File: src/rtl/branch_pkg.sv
// Shared types for the branch sequencer: operation, condition mode and FSM state.
package branch_pkg;

  typedef enum logic [1:0] {
    OP_STEP = 2'd0,
    OP_JUMP = 2'd1,
    OP_CALL = 2'd2,
    OP_RET  = 2'd3
  } op_t;

  typedef enum logic [1:0] {
    MODE_ALWAYS = 2'd0,
    MODE_ANY    = 2'd1,
    MODE_ALL    = 2'd2,
    MODE_NONE   = 2'd3
  } mode_t;

  typedef enum logic [1:0] {
    S_IDLE   = 2'd0,
    S_EVAL   = 2'd1,
    S_COMMIT = 2'd2
  } state_t;

endpackage

File: src/rtl/branch_sequencer_if.sv
// Request/status bundle between a controller (master) and the branch sequencer (slave).
interface branch_sequencer_if
  import branch_pkg::*;
#(
  parameter int PC_W   = 16,
  parameter int FLAG_W = 8
);

  logic              rx_enable;
  logic              rx_strobe;
  op_t               rx_op;
  mode_t             rx_mode;
  logic              rx_relative;
  logic [FLAG_W-1:0] rx_check_flags;
  logic [FLAG_W-1:0] rx_input_flags;
  logic [PC_W-1:0]   rx_target;
  logic [PC_W-1:0]   tx_program_counter;
  logic              tx_ready;
  logic              tx_taken;
  logic              tx_overflow;
  logic              tx_underflow;

  modport master (
    output rx_enable, rx_strobe, rx_op, rx_mode, rx_relative,
           rx_check_flags, rx_input_flags, rx_target,
    input  tx_program_counter, tx_ready, tx_taken, tx_overflow, tx_underflow
  );

  modport slave (
    input  rx_enable, rx_strobe, rx_op, rx_mode, rx_relative,
           rx_check_flags, rx_input_flags, rx_target,
    output tx_program_counter, tx_ready, tx_taken, tx_overflow, tx_underflow
  );

endinterface

File: src/rtl/branch_return_stack.sv
// LIFO of return addresses. Push on full and pop on empty are ignored;
// the caller decides what those attempts mean.
module branch_return_stack #(
  parameter int DEPTH = 4,
  parameter int WIDTH = 16
) (
  input  logic             aclk,
  input  logic             aresetn,
  input  logic             push,
  input  logic             pop,
  input  logic [WIDTH-1:0] push_data,
  output logic [WIDTH-1:0] pop_data,
  output logic             full,
  output logic             empty
);

  localparam int PTR_W = $clog2(DEPTH);

  logic [PTR_W:0]   count;
  logic [PTR_W-1:0] top_idx;
  logic [WIDTH-1:0] mem [DEPTH];

  // Top entry sits one below the fill count; DEPTH is a power of two so the
  // low bits of a full count wrap to zero and the subtraction lands on DEPTH-1.
  assign top_idx  = count[PTR_W-1:0] - {{(PTR_W-1){1'b0}}, 1'b1};
  assign pop_data = mem[top_idx];
  assign full     = (count == (PTR_W+1)'(DEPTH));
  assign empty    = (count == '0);

  // Fill count; only a successful push or pop moves it.
  always_ff @(posedge aclk or negedge aresetn) begin
    if (!aresetn) begin
      count <= '0;
    end else if (push && !full) begin
      count <= count + {{PTR_W{1'b0}}, 1'b1};
    end else if (pop && !empty) begin
      count <= count - {{PTR_W{1'b0}}, 1'b1};
    end
  end

  // Storage needs no reset: entries are only read below the fill count.
  always_ff @(posedge aclk) begin
    if (push && !full) begin
      mem[count[PTR_W-1:0]] <= push_data;
    end
  end

endmodule

File: src/rtl/branch_sequencer.sv
// Program-counter sequencer: executes one STEP/JUMP/CALL/RET per accepted strobe,
// with flag-conditioned branches and a small return-address stack.
//
// state  | meaning
// -------+---------------------------------------------------------------
// IDLE   | ready; a strobe captures the request
// EVAL   | two phases: snapshot masked flags, then resolve the condition
// COMMIT | single PC update, stack push/pop, sticky error flags
module branch_sequencer
  import branch_pkg::*;
#(
  parameter int PC_W        = 16,
  parameter int FLAG_W      = 8,
  parameter int STACK_DEPTH = 4
) (
  input logic               aclk,
  input logic               aresetn,
  branch_sequencer_if.slave bus
);

  localparam logic [PC_W-1:0] PC_ONE = {{(PC_W-1){1'b0}}, 1'b1};

  logic              en_q;
  logic [FLAG_W-1:0] flags_q;
  state_t            state;
  logic              eval_ph;
  op_t               op_q;
  mode_t             mode_q;
  logic              rel_q;
  logic [FLAG_W-1:0] mask_q;
  logic [FLAG_W-1:0] masked_q;
  logic [PC_W-1:0]   target_q;
  logic [PC_W-1:0]   pc_q;
  logic              cond_q;
  logic              taken_q;
  logic              ovf_q;
  logic              unf_q;

  logic              commit;
  logic [PC_W-1:0]   pc_inc;
  logic [PC_W-1:0]   jump_pc;
  logic [PC_W-1:0]   pc_next;
  logic              commit_taken;
  logic              set_ovf;
  logic              set_unf;
  logic              push;
  logic              pop;
  logic [PC_W-1:0]   pop_data;
  logic              full;
  logic              empty;

  function automatic logic cond_eval(input mode_t mode,
                                     input logic [FLAG_W-1:0] masked,
                                     input logic [FLAG_W-1:0] mask);
    case (mode)
      MODE_ALWAYS: return 1'b1;
      MODE_ANY:    return |masked;
      MODE_ALL:    return masked == mask;
      default:     return ~|masked;
    endcase
  endfunction

  branch_return_stack #(
    .DEPTH (STACK_DEPTH),
    .WIDTH (PC_W)
  ) u_stack (
    .aclk      (aclk),
    .aresetn   (aresetn),
    .push      (push),
    .pop       (pop),
    .push_data (pc_inc),
    .pop_data  (pop_data),
    .full      (full),
    .empty     (empty)
  );

  assign commit  = en_q && (state == S_COMMIT);
  assign pc_inc  = pc_q + PC_ONE;
  assign jump_pc = rel_q ? (pc_q + target_q) : target_q;

  // Resolve the committed operation: next PC, stack action, pulse and error flags.
  always_comb begin
    pc_next      = pc_inc;
    push         = 1'b0;
    pop          = 1'b0;
    commit_taken = 1'b0;
    set_ovf      = 1'b0;
    set_unf      = 1'b0;
    if (commit) begin
      case (op_q)
        OP_JUMP: begin
          if (cond_q) begin
            pc_next      = jump_pc;
            commit_taken = 1'b1;
          end
        end
        OP_CALL: begin
          if (cond_q) begin
            if (full) begin
              set_ovf = 1'b1;
            end else begin
              push         = 1'b1;
              pc_next      = jump_pc;
              commit_taken = 1'b1;
            end
          end
        end
        OP_RET: begin
          if (empty) begin
            set_unf = 1'b1;
          end else begin
            pop          = 1'b1;
            pc_next      = pop_data;
            commit_taken = 1'b1;
          end
        end
        default: pc_next = pc_inc;
      endcase
    end
  end

  // Enable synchroniser runs freely; everything else advances only while it is high.
  always_ff @(posedge aclk or negedge aresetn) begin
    if (!aresetn) begin
      en_q <= 1'b0;
    end else begin
      en_q <= bus.rx_enable;
    end
  end

  // Sequencer FSM, request capture, PC and status flags.
  always_ff @(posedge aclk or negedge aresetn) begin
    if (!aresetn) begin
      flags_q  <= '0;
      state    <= S_IDLE;
      eval_ph  <= 1'b0;
      op_q     <= OP_STEP;
      mode_q   <= MODE_ALWAYS;
      rel_q    <= 1'b0;
      mask_q   <= '0;
      masked_q <= '0;
      target_q <= '0;
      pc_q     <= '0;
      cond_q   <= 1'b0;
      taken_q  <= 1'b0;
      ovf_q    <= 1'b0;
      unf_q    <= 1'b0;
    end else if (en_q) begin
      flags_q <= bus.rx_input_flags;
      taken_q <= commit_taken;
      if (set_ovf) ovf_q <= 1'b1;
      if (set_unf) unf_q <= 1'b1;
      case (state)
        S_IDLE: begin
          if (bus.rx_strobe) begin
            op_q     <= bus.rx_op;
            mode_q   <= bus.rx_mode;
            rel_q    <= bus.rx_relative;
            mask_q   <= bus.rx_check_flags;
            target_q <= bus.rx_target;
            eval_ph  <= 1'b0;
            state    <= S_EVAL;
          end
        end
        S_EVAL: begin
          if (!eval_ph) begin
            masked_q <= flags_q & mask_q;
            eval_ph  <= 1'b1;
          end else begin
            cond_q <= cond_eval(mode_q, masked_q, mask_q);
            state  <= S_COMMIT;
          end
        end
        S_COMMIT: begin
          pc_q  <= pc_next;
          state <= S_IDLE;
        end
        default: state <= S_IDLE;
      endcase
    end
  end

  assign bus.tx_program_counter = pc_q;
  assign bus.tx_ready           = (state == S_IDLE);
  assign bus.tx_taken           = taken_q;
  assign bus.tx_overflow        = ovf_q;
  assign bus.tx_underflow       = unf_q;

endmodule

File: src/flat_wrapper.sv
// flat-port wrapper written by rule: the top's interface ports become plain ports
module branch_sequencer_flat import branch_pkg::*;
#(
  parameter int PC_W        = 16,
  parameter int FLAG_W      = 8,
  parameter int STACK_DEPTH = 4
)
  (aclk, aresetn, bus_rx_enable, bus_rx_strobe, bus_rx_op, bus_rx_mode, bus_rx_relative, bus_rx_check_flags, bus_rx_input_flags, bus_rx_target, bus_tx_program_counter, bus_tx_ready, bus_tx_taken, bus_tx_overflow, bus_tx_underflow);
  branch_sequencer_if #(.PC_W(PC_W), .FLAG_W(FLAG_W)) bus_i ();
  input logic aclk;
  input logic aresetn;
  input wire logic [$bits(bus_i.rx_enable)-1:0] bus_rx_enable;
  input wire logic [$bits(bus_i.rx_strobe)-1:0] bus_rx_strobe;
  input wire logic [$bits(bus_i.rx_op)-1:0] bus_rx_op;
  input wire logic [$bits(bus_i.rx_mode)-1:0] bus_rx_mode;
  input wire logic [$bits(bus_i.rx_relative)-1:0] bus_rx_relative;
  input wire logic [$bits(bus_i.rx_check_flags)-1:0] bus_rx_check_flags;
  input wire logic [$bits(bus_i.rx_input_flags)-1:0] bus_rx_input_flags;
  input wire logic [$bits(bus_i.rx_target)-1:0] bus_rx_target;
  output wire logic [$bits(bus_i.tx_program_counter)-1:0] bus_tx_program_counter;
  output wire logic [$bits(bus_i.tx_ready)-1:0] bus_tx_ready;
  output wire logic [$bits(bus_i.tx_taken)-1:0] bus_tx_taken;
  output wire logic [$bits(bus_i.tx_overflow)-1:0] bus_tx_overflow;
  output wire logic [$bits(bus_i.tx_underflow)-1:0] bus_tx_underflow;
  assign bus_i.rx_enable = bus_rx_enable;
  assign bus_i.rx_strobe = bus_rx_strobe;
  assign bus_i.rx_op = bus_rx_op;
  assign bus_i.rx_mode = bus_rx_mode;
  assign bus_i.rx_relative = bus_rx_relative;
  assign bus_i.rx_check_flags = bus_rx_check_flags;
  assign bus_i.rx_input_flags = bus_rx_input_flags;
  assign bus_i.rx_target = bus_rx_target;
  assign bus_tx_program_counter = bus_i.tx_program_counter;
  assign bus_tx_ready = bus_i.tx_ready;
  assign bus_tx_taken = bus_i.tx_taken;
  assign bus_tx_overflow = bus_i.tx_overflow;
  assign bus_tx_underflow = bus_i.tx_underflow;
  branch_sequencer #(.PC_W(PC_W), .FLAG_W(FLAG_W), .STACK_DEPTH(STACK_DEPTH)) u_core (.aclk(aclk), .aresetn(aresetn), .bus(bus_i));
endmodule
File: config.mk
export PLATFORM = sky130hd
export DESIGN_NAME = branch_sequencer_flat
export DESIGN_NICKNAME = d
export VERILOG_FILES = /design/src/rtl/branch_pkg.sv /design/src/rtl/branch_sequencer_if.sv /design/src/rtl/branch_return_stack.sv /design/src/rtl/branch_sequencer.sv /design/src/flat_wrapper.sv
export SDC_FILE = /design/constraint.sdc
export NUM_CORES = 1
export LEC_CHECK = 0
export ABC_AREA = 1
export ABC_CLOCK_PERIOD_IN_PS = 4110
export CORE_MARGIN = 4
export CORE_UTILIZATION = 49
export CTS_BUF_LIST = sky130_fd_sc_hd__clkbuf_4
export DETAILED_ROUTE_END_ITERATION = 16
export PLACE_DENSITY = 0.69
export SLEW_MARGIN = 20
export SYNTH_ARGS = -nofsm -noshare
export SYNTH_HDL_FRONTEND = slang
export SYNTH_SLANG_ARGS = --single-unit
File: constraint.sdc
create_clock -name aclk -period 4.11 [get_ports aclk]
set_input_delay 0.411 -clock aclk [delete_from_list [all_inputs] [get_ports aclk]]
set_output_delay 0.411 -clock aclk [all_outputs]
set_load 0.02 [all_outputs]
==> results by group <==
Status
  • Status: finished with violations
  • Failing checks: negative hold slack

Routing
  • Drt wl/cell: 15.2 um
  • Initial drt markers: 470
  • Post-DRT Antenna Nets: 0
  • Routed wire length: 16800 um
  • DRC viols: 0
  • Vias post-DR: 5756
  • Vias per cell: 5.19
  • Iteration count of the initial detailed-routing pass: 5

Clock network
  • CTS tree: done
  • # clock sinks: 136
  • Post-CTS setup buffer count: 0
  • Worst-Skew Late Latency: 0.53 ns
  • H-tree Lvls: 4
  • CTS buffer count: 17
  • Post-CTS Resized: 0
  • Root Buffer: clkbuf_4
  • Clock transition at path regs: 0.12 ns
  • Bufs on Longest Clock Path: 2
  • CTS hold repair buffers: 0

Finish
  • Antenna Cells: 0
  • Sequential cell area: 3720 um2
  • Fillers: 1284
  • Fin nets: 979
  • Synth-to-Final Area Change: 14.1%
  • Multi-input logic area: 2950 um2
  • Fin area: 8200 um2
  • Share of cells above drive strength 1: 0.0753

STA
  • Unrepaired setup endpoints after global routing: no
  • TNS Setup: 0 ns
  • Setup Skew: 0.0228 ns
  • Hold slack: -0.00199 ns
  • Max Fclk: 0.379 GHz
  • Tcrit/Tclk final: 0.642
  • Worst setup margin: 1.47 ns
  • Rel. slew slack: 0.369
  • Period minus WS final: 2.64 ns
  • Worst Tran Pin Value: 0.946 ns
  • Final hold violation count: 1
  • Final Max Slew Viols: 0
  • Setup Viol. Count Final: 0

Power and ir drop
  • Leak: 3.78 nW
  • Clk pwr share: 0.144
  • Comb power frac: 0.464
  • PD cells: 667 nW/um2
  • P_sw: 0.00245 W
  • VDD IR max: 0.000366 V
  • Switching part of the total: 0.448
  • Sequential share of power: 0.392
  • Int Pwr: 0.00302 W
  • Final Power: 0.00547 W

Die
  • Total I/O pin count: 61
  • Die ar.: 16700 um2
  • DIE WIDTH: 129 um
  • Die span in y: 129 um
  • Core area: 14100 um2
  • Initial Util: 0.510
  • Rows: 43

Critical path
  • Cell Chain, Critical Path: inv_2 > nor3_2 > inv_1 > nor2_2 > o311ai_1 > o211ai_1
  • Critical Path RT: 4.57 ns
  • Buf+Inv Stages, Crit Path: 2
  • CP top delay family: simple AND/OR/NAND/NOR gates
  • Critical path's slowest cell: nor2_2
  • Critical Path Source Type: flop
  • Critical Path Max Stage Delay: 0.63 ns
  • Critical path peak fanout: 15
  • Crit Path Class: reg2reg
  • Arrival time worst endpoint: 3.10 ns
  • CP endpoint kind: flop

Global route
  • Largest net degree at the start of global routing: 73
  • Vias in the first global route: 5591
  • Initial antenna violation count: 0
  • Gr ovfl total: 0
  • Total track usage: 0.211
  • First-pass GRT wire length: 27400 um

Yosys
  • Syn Nets: 915
  • Post-synthesis compound-gate area fraction: 0.108
  • Mux contribution to synthesized area: 0.00279
  • Top cell type's share of synthesized area: 0.268
  • Yosys warns: 0
  • Synth cell count leaders: 294 x nand2_1, 95 x inv_1, 72 x dfrtp_1, 64 x edfxtp_1, 55 x nor2_1
  • Seq/Total Area, Yosys: 0.518
  • Number of synthesized flops with an enable pin: 64
  • Avg Inst Size Synth: 8.43 um2
  • Top FF cell, synth: dfrtp_1
  • Largest cells by area after synthesis: edfxtp_1 27%, dfrtp_1 25%, nand2_1 15%
  • Number of synthesized register bits: 136
  • Most common cell in the synthesized netlist: nand2_1
  • Post-synth cell types: 43
  • Synth async-reset ratio: 0.529
  • Area share of and/or/nand/nor cells after synthesis: 0.235
  • Cell area after synthesis: 7180 um2
  • Main combinational cell family by area after synthesis: simple AND/OR/NAND/NOR gates
  • Post-synthesis xor/xnor area fraction: 0.0232
  • Post-Syn Instances: 852
  • Post-synth top area cell: edfxtp_1
  • Area share of fa/ha/maj cells after synthesis: 0.0404

Placed design
  • Placement Setup Slack: 1.51 ns
  • Global placement routability congestion: 0.878
  • Post-DP HPWL: 12000 um
  • Placement Cell Area: 7960 um2
  • IO Port Bufs: 60

Flow run
  • Max_cap viols: 0

Hold path
  • Hold Path Class: in2async
-- cells by family after synthesis --
| kind of cell | Yosys count |
|---|---|
| AND/OR/NAND/NOR | 416 |
| flip-flops | 136 |
| buffers and inverters | 130 |
| AO/OA/AOI/OAI | 127 |
| adder cells (fa/ha/maj) | 22 |
| XOR/XNOR | 19 |
| multiplexers | 2 |
-- routing by layer --
| layer | wire (um) | global-route usage | vias to the layer above |
|---|---|---|---|
| li1 | - | - | 2920 |
| met1 | 7330 | 0.270 | 2666 |
| met2 | 8260 | 0.354 | 144 |
| met3 | 922 | 0.0499 | 26 |
| met4 | 327 | 0.0747 | 0 |
| met5 | 0 | 0 | - |
-- cell usage in the layout (no fill, tap or decap), types with 2 or more instances in the layout --
cell type | synthesis | layout
ha_1 | 20 | 20
inv_4 | 0 | 3
a22oi_2 | 8 | 8
clkbuf_4 | 0 | 18
buf_4 | 0 | 10
nand3_1 | 42 | 42
fa_1 | 2 | 2
nand2_2 | 2 | 2
nor3_2 | 3 | 3
nor2_1 | 55 | 55
inv_2 | 9 | 10
a21oi_1 | 30 | 30
mux2i_1 | 2 | 2
clkinv_2 | 0 | 4
xor2_1 | 14 | 14
o21ai_1 | 12 | 12
o221ai_1 | 2 | 2
nor2_2 | 3 | 3
a32o_1 | 2 | 2
clkinv_1 | 2 | 4
nor3_1 | 4 | 4
nand4_1 | 6 | 6
clkinv_4 | 0 | 2
o211ai_1 | 6 | 6
xnor2_1 | 5 | 5
edfxtp_1 | 64 | 64
a221o_1 | 2 | 2
inv_1 | 95 | 95
o22ai_1 | 9 | 9
a21oi_2 | 2 | 2
dfrtp_1 | 72 | 72
clkdlybuf4s50_1 | 0 | 59
nand2_1 | 294 | 294
o21ai_0 | 47 | 47
nor4_1 | 3 | 3
-- metrics by stage --
stage	cells	utilization
3_3_place_gp	1077	0.565
3_5_place_dp	1077	0.565
5_1_grt	1109	0.582
4_1_cts	1109	0.582
2_1_floorplan	852	-
6_report	1109	0.582
-- sequential cells by signal, summed over array words and instances (netlist names) --
| register | cells |
|---|---|
| u_core.rel_q | 1 |
| u_core.bus.tx_program_counter | 16 |
| u_core.mask_q | 8 |
| u_core.en_q | 1 |
| u_core.op_q | 2 |
| u_core.flags_q | 8 |
| u_core.state | 2 |
| u_core.target_q | 16 |
| u_core.masked_q | 8 |
| u_core.bus.tx_underflow | 1 |
| u_core.bus.tx_overflow | 1 |
| u_core.mode_q | 2 |
| u_core.eval_ph | 1 |
| u_core.cond_q | 1 |
| u_core.bus.tx_taken | 1 |
| u_core.u_stack.mem | 64 |
| u_core.u_stack.count | 3 |
-- power groups by stage --
stage          Clock, W  Combinational [W]  Sequential (W)
2_1_floorplan         0            0.00179         0.00212
3_3_place_gp          0            0.00251         0.00217
3_5_place_dp          0            0.00255         0.00217
4_1_cts        0.000811            0.00256         0.00214
5_1_grt        0.000875            0.00290         0.00219
6_report       0.000789            0.00254         0.00214
-- area by class of cell --
cell class              instances  area share
clock inverters                14      0.0130
multi-input cells             586       0.359
well taps                     180      0.0275
inverters                     106      0.0485
clock buffers                  18      0.0165
flip-flops and latches        136       0.454
repair buffers                 69      0.0812
-- worst paths after layout --
check                                              startpoint                                             to  slack [ns]  cells past startpoint
worst max-delay path                    u_core.en_q$_DFF_PN0_   u_core.bus.tx_program_counter[0]$_DFFE_PN0P_        1.47                      6
max in group asynchronous                             aresetn                 u_core.masked_q[2]$_DFFE_PN0P_        3.49                      1
worst min register to register  u_core.flags_q[3]$_DFFE_PN0P_                  u_core.flags_q[3]$_DFFE_PN0P_        0.49                      2
worst min-delay path                                  aresetn  u_core.bus.tx_program_counter[10]$_DFFE_PN0P_      -0.002                      1
min in group aclk                               bus_rx_enable                          u_core.en_q$_DFF_PN0_        0.31                      1
worst max register to register          u_core.en_q$_DFF_PN0_   u_core.bus.tx_program_counter[0]$_DFFE_PN0P_        1.47                      6
-- worst reg2reg max path, delay by kind of cell (launching register included) --
kind | cells | cell delay [ns]
buffers and inverters | 2 | 0.62
AOI/OAI and AO/OA | 2 | 0.33
and+or+nand+nor | 2 | 1.02
DFF | 1 | 0.61
Power figures use the tool's default switching activity.
